`config.mk`:
```
export PLATFORM = sky130hd
export DESIGN_NAME = mc_controller
export DESIGN_NICKNAME = d
export VERILOG_FILES = /design/src/rtl/ctrl_pkg.sv /design/src/rtl/mem_wait_timer.sv /design/src/rtl/mc_controller.sv
export SDC_FILE = /design/constraint.sdc
export NUM_CORES = 1
export LEC_CHECK = 0
export CORE_ASPECT_RATIO = 1.1
export CORE_UTILIZATION = 35
export CTS_CLUSTER_DIAMETER = 150
export DETAILED_ROUTE_END_ITERATION = 7
export DONT_BUFFER_PORTS = 1
export GPL_ROUTABILITY_DRIVEN = 0
export SYNTH_ARGS = -nofsm -noshare
export SYNTH_HDL_FRONTEND = slang
export SYNTH_SLANG_ARGS = --single-unit
```
`constraint.sdc`:
```
create_clock -name clk -period 5.24 [get_ports clk]
set_input_delay 0.786 -clock clk [delete_from_list [all_inputs] [get_ports clk]]
set_output_delay 0.786 -clock clk [all_outputs]
set_load 0.1 [all_outputs]
```
`src/rtl/ctrl_pkg.sv`:
```
`default_nettype none
// ============================================================================
// Module   : ctrl_pkg
// Purpose  : State encoding, opcode and ALUOp constants for mc_controller.
// Revision : 1.0
// ============================================================================
package ctrl_pkg;

  typedef enum logic [2:0] {
    ST_IDLE    = 3'd0,
    ST_FETCH   = 3'd1,
    ST_DECODE  = 3'd2,
    ST_EXECUTE = 3'd3,
    ST_MEM     = 3'd4,
    ST_WB      = 3'd5,
    ST_ERROR   = 3'd6
  } state_t;

  localparam logic [6:0] OP_RTYPE = 7'b0110011;
  localparam logic [6:0] OP_ITYPE = 7'b0010011;
  localparam logic [6:0] OP_LOAD  = 7'b0000011;
  localparam logic [6:0] OP_STORE = 7'b0100011;

  localparam logic [1:0] ALUOP_ADD = 2'b00;
  localparam logic [1:0] ALUOP_R   = 2'b10;
  localparam logic [1:0] ALUOP_I   = 2'b11;

  function automatic logic is_legal(input logic [6:0] op);
    return (op == OP_RTYPE) || (op == OP_ITYPE) || (op == OP_LOAD) || (op == OP_STORE);
  endfunction

  function automatic logic [1:0] alu_op_for(input logic [6:0] op);
    if (op == OP_RTYPE) return ALUOP_R;
    if (op == OP_ITYPE) return ALUOP_I;
    return ALUOP_ADD;
  endfunction

endpackage
`default_nettype wire

```
`src/rtl/mem_wait_timer.sv`:
```
`default_nettype none
// ============================================================================
// Module   : mem_wait_timer
// Purpose  : Counts cycles spent waiting on mem_ready; flags timeout at MEM_WAIT_MAX.
// Revision : 1.0
// ============================================================================
module mem_wait_timer #(
  parameter int MEM_WAIT_MAX = 15
) (
  input  logic clk,
  input  logic reset,
  input  logic clear,
  input  logic count_en,
  input  logic mem_ready,
  output logic timeout
);

  localparam logic [7:0] c_MAX = 8'(MEM_WAIT_MAX);

  logic [7:0] r_count;

  always_ff @(posedge clk or negedge reset) begin
    if (!reset) begin
      r_count <= 8'd0;
    end else if (clear) begin
      r_count <= 8'd0;
    end else if (count_en && !mem_ready && (r_count != c_MAX)) begin
      r_count <= r_count + 8'd1;
    end
  end

  // A completing handshake in the limit cycle never counts as a timeout.
  assign timeout = count_en && !mem_ready && (r_count == c_MAX);

endmodule
`default_nettype wire

```
`src/rtl/mc_controller.sv`:
```
`default_nettype none
// ============================================================================
// Module   : mc_controller
// Purpose  : Multi-cycle RV32I control sequencer with memory watchdog and
//            retired-instruction counter. Option macro: ILLEGAL_TRAP_EN.
// Revision : 1.0
// ============================================================================
module mc_controller
  import ctrl_pkg::*;
#(
  parameter int MEM_WAIT_MAX = 15,
  parameter int CNT_W        = 32
) (
  input  logic             clk,
  input  logic             reset,
  input  logic [6:0]       opcode,
  input  logic             mem_ready,
  output logic             mem_req,
  output logic             iord,
  output logic             mem_read,
  output logic             mem_write,
  output logic             ir_write,
  output logic             pc_write,
  output logic             alu_src,
  output logic [1:0]       alu_op,
  output logic             reg_write,
  output logic             mem2reg,
  output logic             mem_err,
`ifdef ILLEGAL_TRAP_EN
  output logic             illegal_insn,
`endif
  output logic [CNT_W-1:0] retired
);

  state_t           r_state;
  state_t           w_state_next;
  logic             w_retire;
  logic             w_illegal_set;
  logic             w_timeout;
  logic             w_wait_en;
  logic             w_is_load;
  logic             w_is_mem;
  logic [CNT_W-1:0] r_retired;

  assign w_is_load = (opcode == OP_LOAD);
  assign w_is_mem  = (opcode == OP_LOAD) || (opcode == OP_STORE);
  assign w_wait_en = (r_state == ST_FETCH) || (r_state == ST_MEM);

  // Any state change restarts the wait count, so FETCH/MEM always begin at zero.
  mem_wait_timer #(.MEM_WAIT_MAX(MEM_WAIT_MAX)) u_timer (
    .clk       (clk),
    .reset     (reset),
    .clear     (w_state_next != r_state),
    .count_en  (w_wait_en),
    .mem_ready (mem_ready),
    .timeout   (w_timeout)
  );

  always_ff @(posedge clk or negedge reset) begin
    if (!reset) begin
      r_state   <= ST_IDLE;
      r_retired <= '0;
    end else begin
      r_state <= w_state_next;
      if (w_retire) r_retired <= r_retired + {{(CNT_W-1){1'b0}}, 1'b1};
    end
  end

  always_comb begin
    w_state_next  = r_state;
    w_retire      = 1'b0;
    w_illegal_set = 1'b0;
    mem_req       = 1'b0;
    iord          = 1'b0;
    mem_read      = 1'b0;
    mem_write     = 1'b0;
    ir_write      = 1'b0;
    pc_write      = 1'b0;
    alu_src       = 1'b0;
    alu_op        = ALUOP_ADD;
    reg_write     = 1'b0;
    mem2reg       = 1'b0;
    mem_err       = 1'b0;
    case (r_state)
      ST_IDLE: w_state_next = ST_FETCH;
      ST_FETCH: begin
        mem_req  = 1'b1;
        mem_read = 1'b1;
        if (mem_ready) begin
          ir_write     = 1'b1;
          pc_write     = 1'b1;
          w_state_next = ST_DECODE;
        end else if (w_timeout) begin
          w_state_next = ST_ERROR;
        end
      end
      ST_DECODE: begin
        if (is_legal(opcode)) begin
          w_state_next = ST_EXECUTE;
        end else begin
`ifdef ILLEGAL_TRAP_EN
          w_state_next  = ST_ERROR;
          w_illegal_set = 1'b1;
`else
          w_state_next = ST_FETCH;
          w_retire     = 1'b1;
`endif
        end
      end
      ST_EXECUTE: begin
        alu_src      = (opcode != OP_RTYPE);
        alu_op       = alu_op_for(opcode);
        w_state_next = w_is_mem ? ST_MEM : ST_WB;
      end
      ST_MEM: begin
        mem_req   = 1'b1;
        iord      = 1'b1;
        alu_src   = 1'b1;
        mem_read  = w_is_load;
        mem_write = !w_is_load;
        if (mem_ready) begin
          w_state_next = w_is_load ? ST_WB : ST_FETCH;
          w_retire     = !w_is_load;
        end else if (w_timeout) begin
          w_state_next = ST_ERROR;
        end
      end
      ST_WB: begin
        reg_write    = 1'b1;
        mem2reg      = w_is_load;
        alu_src      = (opcode != OP_RTYPE);
        alu_op       = alu_op_for(opcode);
        w_state_next = ST_FETCH;
        w_retire     = 1'b1;
      end
      ST_ERROR: mem_err = 1'b1;
      default:  w_state_next = ST_IDLE;
    endcase
  end

`ifdef ILLEGAL_TRAP_EN
  logic r_illegal;
  always_ff @(posedge clk or negedge reset) begin
    if (!reset)             r_illegal <= 1'b0;
    else if (w_illegal_set) r_illegal <= 1'b1;
  end
  assign illegal_insn = r_illegal;
`else
  logic w_unused_illegal;
  assign w_unused_illegal = w_illegal_set;
`endif

  assign retired = r_retired;

endmodule
`default_nettype wire

```
======== Yosys cells after proc, flatten, opt, wreduce, memory -nomap -nowiden ========
Index checks and enable logic that the tools add are counted.
operators by class
  add/sub/neg operators ................... 2
  multipliers ............................. 0
  divide/modulo/power cells ............... 0
  magnitude comparators ................... 0
  eq/ne operators ......................... 14
  shifts and indexed selects .............. 0
  mux-type cells .......................... 37
  bitwise operators ....................... 0
  reductions and logical operators ........ 15
operator list
  kind                     number
  $add A32 B1 Y32 const B  1
  $mux W1                  19
  $pmux W3 S6              1
  $mux W8                  2
  $eq A7 B6 Y1 const B     2
  $mux W2                  7
  $mux W3                  4
  $eq A3 B3 Y1 const B     3
  $add A8 B1 Y8 const B    1
  $eq A8 B4 Y1 const B     1
  $ne A8 B4 Y1 const B     1
  $eq A7 B2 Y1 const B     1
  $eq A7 B5 Y1 const B     1
  $ne A7 B6 Y1 const B     1
  $eq A3 B2 Y1 const B     2
  $reduce_or A2 Y1         3
  $logic_or A1 B1 Y1       5
  $pmux W1 S2              2
  $pmux W2 S2              1
  $eq A3 B1 Y1 const B     1
  $logic_and A1 B1 Y1      3
  $logic_not A3 Y1         1
  $ne A3 B3 Y1             1
  $pmux W1 S3              1
  2 further kinds          3
storage, ports and cells
  flip-flop bits (word level) ............. 43
  latch bits .............................. 0
  memory bits (writable) .................. 0
  bits in read-only memories .............. 0
  logic and storage cells ................. 71
  memories ................................ 0

======== Longest topological paths before layout ========
  word-level depth ........................ 9
  gate-level depth with buffers ........... 7
  mapped depth without buffers ............ 6

======== Hierarchy ========
From an unflattened synthesis, not the netlist that was laid out.
second synthesis, totals
  cell total of the unflattened synthesis .. 242
  area total of the unflattened synthesis .. 2,378.5 sq um
by module, submodules not included
  module          times used  cells each  area an instance (sq um)  seq. area each (sq um)
  mc_controller   1           197         1,908.1                   875.8
  mem_wait_timer  1           45          470.5                     200.2

======== Worst setup path before layout ========
No wires, ideal clock.
  kind .................................... input to output
  start point ............................. input port opcode[3]
  end point ............................... output port alu_op[0]
  arrival time ............................ 3.642 ns
  setup slack ............................. 0.812 ns
  stages on the path ...................... 4
  buffers on the path ..................... 0
  cell sequence ........................... nand3b_1 -> nor3_1 -> and4_1 -> nor2b_1
between the ends
  longest elaborated chain between the ends .. 7
RTL lines
  element               line                 text
  start: declaration    mc_controller.sv:16  input logic [6:0] opcode,
  $eq A7 B5 Y1          ctrl_pkg.sv:34       if (op == OP_ITYPE) return ALUOP_I;
  $mux W1 (2 in a row)  ctrl_pkg.sv:34
  $mux W1               mc_controller.sv:84  case (r_state)
  $mux W2               ctrl_pkg.sv:35       return ALUOP_ADD;
  $mux W2               ctrl_pkg.sv:34
  $pmux W2 S2 (*)       mc_controller.sv:84
  end: declaration      mc_controller.sv:25  output logic [1:0] alu_op,
Every way passes the cells marked *; elsewhere a longest branch is shown, timed or not. The select of a mux whose other input is x is not followed.

======== Worst setup path in the final report ========
  start point ............................. input port opcode[2]
  end point ............................... output port mem_read
between the ends
  longest elaborated chain between the ends .. 2
RTL lines
  element           line                 text
  $eq A7 B2 Y1      mc_controller.sv:45  assign w_is_load = (opcode == OP_LOAD);
  $pmux W1 S2       mc_controller.sv:84
  end: declaration  mc_controller.sv:20  output logic mem_read,
Every way passes these cells.

==> results.md <==
- Status: complete, no violations
- Yosys reg bits: 43
- Port Buf Inserts: 0
- CP arrival: 2.51 ns
- Total of max-cap violations: 0
- Area growth syn-to-layout: 9.01%
- Detail Route Antenna Nets: 0
- Grt peak-use layer: met2
- Layout cell share with drive strength beyond 1: 0.106
- Core Util, Final: 0.403
- Nature of the critical path endpoint: primary output
- Cts bufs inserted: 5
- Reg clk slew, reported paths: 0.08 ns
- DP HPWL: 3620 um
- Final setup viols: 0
- NumNets Final: 247
- WHS: 0.189 ns
- Post-CTS setup buffers: 0
- # DRC: 0
- Hold-fix buffer count after cts: 0
- Crit Path Class: in -> out
- Maximum number of pins on one net before global-route repair: 44
- RR Endpoint: retired[30]
- Max Freq: 303 MHz
- Filler Cell Count: 628
- FP Rows: 30
- Wire per inst: 16.0 um
- Final Max Tran Viols: 0
- Relative slew margins: 0.213
- Die Area: 0.00696 mm2
- Syn_nets: 244
- Power per cell area: 499 mW/mm2
- ANT cells: 0
- Syn avg cell area: 10.0 um2
- Met3 GRT Util: 0.0545
- Routed WL: 5060 um
- CP startpoint kind: input pin
- Main area contributors after synthesis: dfrtp_1 46%, xnor2_1 8.7%, xor2_1 4.9%
- Global-route track usage on met1: 0.196
- RSZ-0062 raised after global routing: false
- CP Max Fanout: 4
- Fin Setup TNS: 0 ns
- Root Driver: clkbuf_8
- Fin cells: 316
- Crit path time final: 3.30 ns
- Die width: 79.6 um
- Chip height: 87.4 um
- Initial Util: 0.370
- Top cell type's share of synthesized area: 0.464
- Initial detailed-routing violation count: 44
- Sink Count: 43
- Fin crit share: 0.629
- Leakage: 1.05 nW
- Routed vias/inst: 5.39
- Drt pass-1 iters: 4
- Number of global-route vias before repair: 1684
- Yosys cell types: 45
- Worst flop-to-flop path startpoint: retired[2]
- Largest area contributor in the netlist: dfrtp_1
- Met2 Use GR: 0.257
- Slew of the pin with the lowest slew margin: 1.18 ns
- Setup Skew: 0.00299 ns
- Reg-to-reg slack, setup: 2.37 ns
- Ys Warns: 0
- Initial antenna violation count: 0
- Total gr overflow: 0
- Syn Inst Count: 232
- Via count: 1702
- CORE AREA: 0.00627 mm2
- VDD IR-drop max: 0.285 mV
- R2R cell count: 5
- CTS H-tree lvls: 2
- Hold violation total from the final report: 0
- CTS tree: done
- Inst Count DP: 308
- Hold crit path type: in -> async
- Seq/Total Area, Yosys: 0.464
- Maximum clock insertion buffer count: 2
- First-pass GRT wire length: 8350 um
- CP required: 4.45 ns
- Latest clock arrival within the worst-skew pair: 0.29 ns
- Post-CTS resize count: 0
- All-Layer GR Usage: 0.157
- I/O pins: 54
- Mapped cell area: 0.00232 mm2
[cell families (layout without fill, tap and decap cells)]
group | Yosys count | count (layout) | share of synthesized area
simple gates | 108 | 108 | 0.257
flops | 43 | 43 | 0.464
xor+xnor | 36 | 36 | 0.136
compound gates | 26 | 26 | 0.0966
buf+inv | 16 | 20 | 0.0291
fa+ha+maj | 2 | 2 | 0.0108
mux | 1 | 1 | 0.00647
[cell usage after synthesis, drive strengths merged]
| master | n |
|---|---|
| nand3b | 1 |
| or4 | 2 |
| nor2b | 3 |
| dfrtp | 43 |
| o31ai | 2 |
| o32ai | 1 |
| nand3 | 22 |
| a21o | 1 |
| a41oi | 1 |
| a32o | 1 |
| nand2 | 19 |
| inv | 8 |
| o31a | 3 |
| o21a | 2 |
| o211a | 1 |
| a21oi | 6 |
| nor3 | 9 |
| buf | 5 |
| and3 | 5 |
| nand4 | 10 |
| nor4 | 8 |
| o22ai | 1 |
| xnor2 | 23 |
| and3b | 1 |
| xor2 | 13 |
| o21ai | 5 |
| and4 | 3 |
| clkbuf | 3 |
| or3 | 2 |
| a221oi | 1 |
| nand2b | 2 |
| nor3b | 2 |
| ha | 2 |
| o41ai | 1 |
| or2 | 1 |
| nor2 | 14 |
| and2 | 4 |
| mux2 | 1 |
[layer usage]
layer,vias to the layer above,share of wire
met1,825,0.45
met2,44,0.47
li1,828,-
met4,0,0.0079
met3,5,0.067
met5,-,0
[state kept, by name, summed over array words and instances, names as in the netlist]
name             flops
r_state              3
u_timer.r_count      8
retired             32
[metrics by stage]
| stage | power (mW) | instance area (um2) | setup slack, ns |
|---|---|---|---|
| floorplan | 1.01 | 2320 | 0.812 |
| global placement | 1.07 | 2450 | 1.97 |
| detailed placement | 1.07 | 2450 | 1.95 |
| CTS | 1.28 | 2530 | 1.95 |
| global route | 1.32 | 2530 | 1.88 |
| finish | 1.26 | 2530 | 1.94 |
[cells in the final DEF (no fill, tap or decap), drive strengths merged, types with 2 or more instances in the layout]
master  Yosys  final
and2        4      4
inv         8      8
nand2b      2      2
a21oi       6      6
nor2       14     14
nor3        9      9
nor2b       3      3
o21ai       5      5
ha          2      2
and3        5      5
o31ai       2      2
o21a        2      2
dfrtp      43     43
buf         5      3
nor3b       2      2
clkbuf      3      8
nand3      22     22
nand2      19     19
or4         2      2
o31a        3      3
nand4      10     10
xor2       13     13
and4        3      3
xnor2      23     23
nor4        8      8
or3         2      2
[worst max path at each step]
stage                 to      start  slack [ns]
2_1_floorplan  alu_op[0]  opcode[3]        0.81
3_3_place_gp    mem_read  opcode[2]        1.97
3_5_place_dp    mem_read  opcode[2]        1.95
4_1_cts         mem_read  opcode[2]        1.95
5_1_grt        alu_op[0]  opcode[3]        1.88
6_report        mem_read  opcode[2]        1.94
[power by group]
group	leakage, nW	internal, mW	switching (mW)
clock network	0.0422	0.0936	0.107
registers	0.565	0.364	0.237
logic	0.441	0.117	0.342
total	1.05	0.575	0.687
[cell type report]
class | instances | area, um2 | share of cell area
multi-input combinational | 173 | 1190 | 0.472
sequential | 43 | 1080 | 0.426
tap | 80 | 100 | 0.0396
clock buffer | 7 | 76.3 | 0.0302
timing repair buffer | 4 | 47.5 | 0.0188
inverter | 8 | 30.0 | 0.0119
clock inverter | 1 | 5.00 | 0.00198
[critical path, cell delays in order]
cell	delay [ns]
or4_4	0.53
nor2_1	0.20
nand2_1	0.10
a21oi_2	0.88
No activity file was read; power rests on OpenSTA's default activity.
